### config.mk
export PLATFORM = sky130hd
export DESIGN_NAME = muldiv_unit
export DESIGN_NICKNAME = d
export VERILOG_FILES = /design/src/rtl/muldiv_unit.sv
export SDC_FILE = /design/constraint.sdc
export NUM_CORES = 1
export LEC_CHECK = 0
export CAP_MARGIN = 5
export CORE_UTILIZATION = 50
export CTS_CLUSTER_SIZE = 20
export DETAILED_ROUTE_END_ITERATION = 8
export PLACE_DENSITY = 0.75
export SKIP_CTS_REPAIR_TIMING = 1
export SYNTH_ARGS = -nofsm -noshare
export SYNTH_HDL_FRONTEND = slang
export SYNTH_SLANG_ARGS = --single-unit
### constraint.sdc
create_clock -name clk -period 5.6 [get_ports clk]
set_clock_uncertainty 0.1 [all_clocks]
set_input_delay 1.12 -clock clk [delete_from_list [all_inputs] [get_ports clk]]
set_output_delay 1.12 -clock clk [all_outputs]
set_load 0.01 [all_outputs]
### src/rtl/muldiv_unit.sv
// Iterative RV32M-style multiply/divide unit: radix-2 shift-add multiply and
// restoring divide, one bit per cycle, with a tagged valid/ready result port.
module muldiv_unit #(
    parameter int unsigned XLEN  = 32,
    parameter int unsigned TAG_W = 5
) (
    input  logic             clk,
    input  logic             reset,
    input  logic             in_valid,
    output logic             in_ready,
    input  logic [2:0]       op,
    input  logic [XLEN-1:0]  a,
    input  logic [XLEN-1:0]  b,
    input  logic [TAG_W-1:0] tag_in,
    input  logic             flush,
    output logic             out_valid,
    input  logic             out_ready,
    output logic [XLEN-1:0]  result,
    output logic [TAG_W-1:0] tag_out,
    output logic             stall_req
);

    localparam int unsigned PW    = 2 * XLEN;
    localparam int unsigned CNT_W = $clog2(XLEN);

    localparam logic [2:0] OP_MUL    = 3'b000;
    localparam logic [2:0] OP_MULH   = 3'b001;
    localparam logic [2:0] OP_MULHSU = 3'b010;
    localparam logic [2:0] OP_MULHU  = 3'b011;
    localparam logic [2:0] OP_DIV    = 3'b100;
    localparam logic [2:0] OP_DIVU   = 3'b101;
    localparam logic [2:0] OP_REM    = 3'b110;
    localparam logic [2:0] OP_REMU   = 3'b111;

    localparam logic [XLEN-1:0] MIN_NEG = {1'b1, {(XLEN-1){1'b0}}};

    typedef enum logic [1:0] {
        IDLE = 2'd0,
        CALC = 2'd1,
        DONE = 2'd2
    } state_t;

    state_t state, state_n;

    logic [2:0]       op_q;
    logic [TAG_W-1:0] tag_q;
    logic [CNT_W-1:0] cnt_q;
    logic             neg_q;
    logic             neg_r;
    logic [PW-1:0]    mcand_q;
    logic [PW-1:0]    acc_q;
    logic [XLEN-1:0]  mplier_q;
    logic [XLEN-1:0]  dvs_q;
    logic [XLEN-1:0]  quo_q;
    logic [XLEN-1:0]  rem_q;

    // Request decode: operand signedness, magnitudes and the two divide corner cases
    logic            a_sgn, b_sgn;
    logic [XLEN-1:0] a_mag, b_mag;
    logic            div_zero, div_ovf, special;
    logic [XLEN-1:0] special_res;
    logic            accept;
    logic            last_step;

    assign a_sgn = (op == OP_MULH) || (op == OP_MULHSU) || (op == OP_DIV) || (op == OP_REM);
    assign b_sgn = (op == OP_MULH) || (op == OP_DIV) || (op == OP_REM);
    assign a_mag = (a_sgn && a[XLEN-1]) ? -a : a;
    assign b_mag = (b_sgn && b[XLEN-1]) ? -b : b;

    assign div_zero    = (b == '0);
    assign div_ovf     = ((op == OP_DIV) || (op == OP_REM)) && (a == MIN_NEG) && (b == '1);
    assign special     = op[2] && (div_zero || div_ovf);
    assign special_res = op[1] ? (div_zero ? a : '0) : (div_zero ? '1 : a);

    assign accept    = (state == IDLE) && in_valid && !flush;
    assign last_step = (cnt_q == CNT_W'(XLEN - 1));

    // One iteration of each algorithm; the final iteration's values feed the result directly
    logic [PW-1:0]   acc_n;
    logic [XLEN:0]   rem_shift, rem_diff;
    logic [XLEN-1:0] rem_n, quo_n;
    logic [PW-1:0]   prod_f;
    logic [XLEN-1:0] quo_f, rem_f, final_res;

    always_comb begin
        acc_n     = mplier_q[0] ? (acc_q + mcand_q) : acc_q;
        rem_shift = {rem_q, quo_q[XLEN-1]};
        rem_diff  = rem_shift - {1'b0, dvs_q};
        if (!rem_diff[XLEN]) begin
            rem_n = rem_diff[XLEN-1:0];
            quo_n = {quo_q[XLEN-2:0], 1'b1};
        end else begin
            rem_n = rem_shift[XLEN-1:0];
            quo_n = {quo_q[XLEN-2:0], 1'b0};
        end
        prod_f = neg_q ? -acc_n : acc_n;
        quo_f  = neg_q ? -quo_n : quo_n;
        rem_f  = neg_r ? -rem_n : rem_n;
        case (op_q)
            OP_MUL:                      final_res = prod_f[XLEN-1:0];
            OP_MULH, OP_MULHSU, OP_MULHU: final_res = prod_f[PW-1:XLEN];
            OP_DIV, OP_DIVU:             final_res = quo_f;
            OP_REM, OP_REMU:             final_res = rem_f;
            default:                     final_res = '0;
        endcase
    end

    // State register
    always_ff @(posedge clk) begin
        if (reset) state <= IDLE;
        else       state <= state_n;
    end

    // Next-state and handshake outputs
    always_comb begin
        state_n   = state;
        in_ready  = 1'b0;
        out_valid = 1'b0;
        stall_req = 1'b0;
        case (state)
            IDLE: begin
                in_ready  = 1'b1;
                stall_req = in_valid && !flush;
                if (accept) state_n = special ? DONE : CALC;
            end
            CALC: begin
                stall_req = 1'b1;
                if (flush)          state_n = IDLE;
                else if (last_step) state_n = DONE;
            end
            DONE: begin
                stall_req = 1'b1;
                out_valid = 1'b1;
                if (flush || out_ready) state_n = IDLE;
            end
            default: state_n = IDLE;
        endcase
    end

    // Operand capture, iteration and result registers
    always_ff @(posedge clk) begin
        if (reset) begin
            op_q     <= '0;
            tag_q    <= '0;
            cnt_q    <= '0;
            neg_q    <= 1'b0;
            neg_r    <= 1'b0;
            mcand_q  <= '0;
            acc_q    <= '0;
            mplier_q <= '0;
            dvs_q    <= '0;
            quo_q    <= '0;
            rem_q    <= '0;
            result   <= '0;
            tag_out  <= '0;
        end else if (accept) begin
            op_q     <= op;
            tag_q    <= tag_in;
            cnt_q    <= '0;
            neg_q    <= (a_sgn & a[XLEN-1]) ^ (b_sgn & b[XLEN-1]);
            neg_r    <= a_sgn & a[XLEN-1];
            mcand_q  <= PW'(a_mag);
            acc_q    <= '0;
            mplier_q <= b_mag;
            dvs_q    <= b_mag;
            quo_q    <= a_mag;
            rem_q    <= '0;
            if (special) begin
                result  <= special_res;
                tag_out <= tag_in;
            end
        end else if (state == CALC && !flush) begin
            cnt_q    <= cnt_q + CNT_W'(1);
            acc_q    <= acc_n;
            mcand_q  <= {mcand_q[PW-2:0], 1'b0};
            mplier_q <= {1'b0, mplier_q[XLEN-1:1]};
            quo_q    <= quo_n;
            rem_q    <= rem_n;
            if (last_step) begin
                result  <= final_res;
                tag_out <= tag_q;
            end
        end
    end

endmodule

### After elaboration in Yosys (flattened, before gate mapping)

Index checks and enable logic that the tools add are counted.

* word-level logic and storage cells: 111
* output and inout bits: 40
* flip-flop bits (word level): 310
* input bits: 77

* equal/unequal tests: 20
* reductions and logical operators: 30
* add/sub/neg operators: 8
* bitwise logic cells: 3
* multiplexer cells: 35

Operator list (count)
* 32-bit 2-to-1 mux: 18
* 64-bit 2-to-1 mux: 2
* 32-bit negator: 4
* 32-bit one-hot mux with 4 select lines: 1
* 64-bit adder: 1
* 32-bit equality test (second input constant): 2
* 64-bit negator: 1
* 33-bit by 32-bit subtractor with 33-bit output: 1
* 32-bit zero test: 1
* 5-bit 2-to-1 mux: 4
* 3-bit equality test (second input constant): 6
* 2-bit 2-to-1 mux: 5
* 3-bit by 2-bit equality test with 1-bit output (second input constant): 3
* 1-bit logical AND: 9
* 1-bit logical OR: 8
* 2-bit OR reduction: 4
* 3-bit by 1-bit equality test with 1-bit output (second input constant): 2
* 2-bit inequality test (second input constant): 3
* 2-bit one-hot mux with 3 select lines: 1
* 3-bit AND reduction: 2
* 5-bit by 1-bit adder with 5-bit output (second input constant): 1
* 5-bit equality test (second input constant): 1
* 2-bit nonzero test: 2
* 3-bit zero test: 1
* other kinds (10): 13

### Longest topological paths before layout

* depth after elaboration: 9
* mapped depth: 22

### Least setup slack after synthesis

OpenSTA, ideal clock, no wires.

* path kind: reg2reg
* start point: reg mplier_q[0]
* end point: reg result[30]
* setup time: 129 ps
* required time: 5371 ps
* slack: -45 ps
* buffers on the path: 10
* cell stages (with the launch flop): 22
* arrival time: 5416 ps
* path through: dfxtp_1 buf_2 buf_1 buf_2 buf_2 buf_2 buf_2 buf_1 buf_2 buf_1 buf_2 mux2i_1 ha_1 nand4_1 nor4_1 o2111a_1 nand2_1 or2_2 or3_1 o41ai_1 or3_1 nand3_1

* cells in the longest elaborated chain, start to end: 7

RTL lines
* from (decl): line 52 `logic [XLEN-1:0] mplier_q;`
* from (signal assigned): line 164 `mplier_q <= b_mag;`
* from (signal assigned): line 176 `mplier_q <= {1'b0, mplier_q[XLEN-1:1]};`
* 64-bit 2-to-1 mux (*): line 86 `acc_n = mplier_q[0] ? (acc_q + mcand_q) : acc_q;`
* 64-bit negator: line 96 `prod_f = neg_q ? -acc_n : acc_n;`
* 64-bit 2-to-1 mux (*): line 96
* 32-bit one-hot mux with 4 select lines (*): line 99 `case (op_q)`
* 32-bit 2-to-1 mux (*): line 179 `if (last_step) begin`
* 32-bit 2-to-1 mux (*): line 172 `end else if (state == CALC && !flush) begin`
* 32-bit 2-to-1 mux (*): line 156 `end else if (accept) begin`
* to (signal assigned): line 169 `result <= special_res;`
* to (signal assigned): line 180 `result <= final_res;`
* to (decl): line 18 `output logic [XLEN-1:0] result,`

Mark *: on every way between the ends. The rest lies on a longest branch, timed or not. The select of a mux whose other input is x is not followed.
A chain may end at the register's enable or synchronous reset.

### Worst setup path in the final report

* start point: reg acc_q[0]
* end point: reg result[30]

* cells in the longest elaborated chain, start to end: 8

RTL lines
* from (decl): line 51 `logic [PW-1:0] acc_q;`
* from (signal assigned): line 174 `acc_q <= acc_n;`
* 64-bit adder: line 86
* 64-bit 2-to-1 mux (*): line 86
* 64-bit negator: line 96
* 64-bit 2-to-1 mux (*): line 96
* 32-bit one-hot mux with 4 select lines (*): line 99
* 32-bit 2-to-1 mux (*): line 179
* 32-bit 2-to-1 mux (*): line 172
* 32-bit 2-to-1 mux (*): line 156

Marked as above.

==> results.tsv <==
metric	value	unit
die_area	51300	sq um
design.final.nets	3674	
syn_inst	3477	
wl	92200	um
clkLatencyLatePin	0.59	ns
reg2regPathDepth	16	
layout-area-overhead-vs-synth	12.4	%
core_region_area	49300	sq um
final-instance-count-excl-fill	4182	
number_of_design_rule_violations_left_after_detail_routing	0	
gr-usage-met3	0.0661	
design.portCount	117	
ys_ff_latch	310	
synth_largest_type_area_fraction	0.246	
worst-endpoint-arrival	5.65	ns
timing.reg2reg.setup_slack	0.32	ns
slew_violations	0	
grtUsageMet2	0.551	
syn_area_per_cell	7.24	sq um
post_synthesis_cell_type_count	97	
first_global_vias	24800	
vdd.ir_drop.worst	265	uV
ctsLongestPathBuffers	3	
wl_per_cell	22.0	um
cp-start-kind	register	
ant_nets	0	
layout-drive-gt1-share	0.0617	
fin_tns_setup	0	ns
gr-max-usage-layer	met2	
netlist_area	25200	sq um
dieHeight	226	um
synth_flop_cell	sky130_fd_sc_hd__dfxtp_1	
final_period_minus_worst_setup_slack	5.28	ns
number_of_synthesized_flops_with_an_enable_pin	0	
slew-limit-headroom	0.335	
min_path_cells	2	
antenna_cells	0	
antenna_violations_before_repair	0	
detailed_place_hpwl	69600	um
seqPwrFrac	0.310	
overflow	0	
layout.cells.most_common	sky130_fd_sc_hd__nand2_1	
cts_buffers	38	
hold_end	cnt_q[4]	
clock_tree.root_cell	sky130_fd_sc_hd__clkbuf_16	
core.rowCount	81	
grt_max_degree	107	
p_switching	3140	uW
min-delay-path-class	reg -> reg	
netlist.top_cell.by_area	sky130_fd_sc_hd__dfxtp_1	
gr-usage-all-layers	0.358	
worstReg2RegStart	acc_q[0]	
switching_part_of_the_total_power	0.388	
cts_tree	yes	
gr-usage-met1	0.475	
hold_viol	0	
drt_iter0_drc	3212	
synth-warning-count	0	
post_synth_main_area_contributors	sky130_fd_sc_hd__dfxtp_1, sky130_fd_sc_hd__nand2_1, sky130_fd_sc_hd__a21oi_1, sky130_fd_sc_hd__nor2_1, sky130_fd_sc_hd__ha_1	
port_buffers	116	
placed_cells	4112	
final_cell_mix	sky130_fd_sc_hd__nand2_1, sky130_fd_sc_hd__nor2_1, sky130_fd_sc_hd__dfxtp_1, sky130_fd_sc_hd__a21oi_1, sky130_fd_sc_hd__o21ai_0	
placer_s_final_routability_congestion_estimate	1.04	
power-per-cell-area	286	nW/um^2
vias	27200	
dr.pass1.iters	6	
final_min_period_over_clock_period	0.944	
worst_setup_hold_path_clk_slew	0.07	ns
drt-vias-per-instance	6.51	
power_frac_clock	0.331	
synth_async_sr_flop_share	0	
h-tree-depth	2	
critPathRequiredTime	5.97	ns
critPathCaptureType	register	
rsz_0062_raised_after_global_routing	false	
power.combinational.fraction	0.359	
timing.critical_path.fanout_max	12	
synth_sequential_area_ratio	0.246	
worstReg2RegEnd	result[30]	
total_power	8100	uW
drv_cap	0	
power.static_leakage	0.0101	uW
synth_fp_nets	3663	
final-setup-viol-count	0	
hold_start	cnt_q[4]	
clock_sink_total	310	
outcome	finished, final reports clean	
die_width	226	um
fmax	189	MHz
internal	4960	uW
worst_pin_slew	0.998	ns
initial_utilization	0.511	
critical_path_class	reg -> reg	
global_route_wire_length_before_repair	143000	um
synth_stat cells (21+ instances only):
cell and instances:
sky130_fd_sc_hd__nand2_1 451, sky130_fd_sc_hd__nor2_1 377, sky130_fd_sc_hd__dfxtp_1 310, sky130_fd_sc_hd__a21oi_1 307, sky130_fd_sc_hd__o21ai_0 205, sky130_fd_sc_hd__clkbuf_1 180, sky130_fd_sc_hd__a211oi_1 166, sky130_fd_sc_hd__xnor2_1 112
sky130_fd_sc_hd__nor3_1 111, sky130_fd_sc_hd__ha_1 107, sky130_fd_sc_hd__inv_1 84, sky130_fd_sc_hd__xor2_1 84, sky130_fd_sc_hd__nand3_1 78, sky130_fd_sc_hd__mux2i_1 77, sky130_fd_sc_hd__nand4_1 61, sky130_fd_sc_hd__a21boi_0 54
sky130_fd_sc_hd__a31oi_1 52, sky130_fd_sc_hd__a21o_1 51, sky130_fd_sc_hd__nor4_1 38, sky130_fd_sc_hd__o31ai_1 38, sky130_fd_sc_hd__or3_1 37, sky130_fd_sc_hd__a221oi_1 29, sky130_fd_sc_hd__o211ai_1 29, sky130_fd_sc_hd__and2_1 28
sky130_fd_sc_hd__o21a_1 25, sky130_fd_sc_hd__nand2b_1 24, sky130_fd_sc_hd__nor2b_1 21
how the worst max path moves through the flow:
stage                start         end  slack [ns]  cells after the start
2_1_floorplan  mplier_q[0]  result[30]        0.12                     21
3_3_place_gp      acc_q[0]  result[31]        0.45                     16
3_5_place_dp      acc_q[0]  result[31]        0.30                     16
4_1_cts           acc_q[0]  result[31]        0.30                     16
5_1_grt           acc_q[0]  result[30]        0.05                     16
6_report          acc_q[0]  result[30]        0.32                     16
metal layers:
metal / routed length [um] / vias up
met5: 0 / -
met4: 5370 / 0
met3: 9180 / 271
met2: 39600 / 1436
met1: 38000 / 12700
li1: - / 12900
cell type report:
type                    instances  area, sq um
fillers                      4716        21000
multi-input cells            2861        17800
flip-flops and latches        310         6210
repair buffers                192         1770
clock buffers                  53         1080
well taps                     664          831
inverters                      85          319
clock inverters                17          248
flip-flops by register name, summed over array words and instances, names as in the netlist:
register / flops
result: 32
state: 2
tag_out: 5
mcand_q: 64
dvs_q: 32
quo_q: 32
neg_r: 1
op_q: 3
cnt_q: 5
mplier_q: 32
neg_q: 1
tag_q: 5
rem_q: 32
acc_q: 64
cells by family (layout without fill, tap and decap cells):
group           after synthesis  after routing  synth area share
mux                          83             83            0.0333
buf+inv                     306            347            0.0481
compound gates             1160           1160             0.309
xor+xnor                    196            196            0.0682
flops                       310            310             0.246
simple gates               1311           1311             0.240
fa+ha+maj                   111            111            0.0556
worst max-delay path, stage by stage, from the launching register on:
cell and delay, ns:
sky130_fd_sc_hd__dfxtp_1 0.37, sky130_fd_sc_hd__ha_1 0.22, sky130_fd_sc_hd__inv_1 0.07, sky130_fd_sc_hd__fa_1 0.44, sky130_fd_sc_hd__nor2b_4 0.16, sky130_fd_sc_hd__o31a_1 0.30
sky130_fd_sc_hd__o21ai_2 0.21, sky130_fd_sc_hd__a211oi_1 0.54, sky130_fd_sc_hd__o21ai_0 0.15, sky130_fd_sc_hd__a31oi_1 0.34, sky130_fd_sc_hd__o311a_1 0.23, sky130_fd_sc_hd__nand4_1 0.20
sky130_fd_sc_hd__or3_4 0.54, sky130_fd_sc_hd__or3_1 0.46, sky130_fd_sc_hd__o41ai_1 0.59, sky130_fd_sc_hd__or3_1 0.20, sky130_fd_sc_hd__nand3_1 0.08
stage by stage:
stage / worst slack [ns] / utilization / hold WS (ns) / cell area, sq um
after global routing: 0.0526 / 0.574 / 0.391 / 28300
after CTS: 0.301 / 0.574 / 0.362 / 28300
after detailed placement: 0.299 / 0.547 / 0.354 / 26900
after global placement: 0.455 / 0.547 / 0.349 / 26900
final: 0.316 / 0.574 / 0.364 / 28300
after floorplan: 0.121 / - / 0.327 / 25200
power by group through the flow:
stage	clock [uW]	combinational (uW)	sequential, uW
after floorplan	0	2000	2490
after global placement	0	2790	2540
after detailed placement	0	2800	2550
after CTS	2690	2820	2500
after global routing	2790	3130	2520
final	2680	2910	2510
Note: power is estimated with default switching activity, not from simulation.
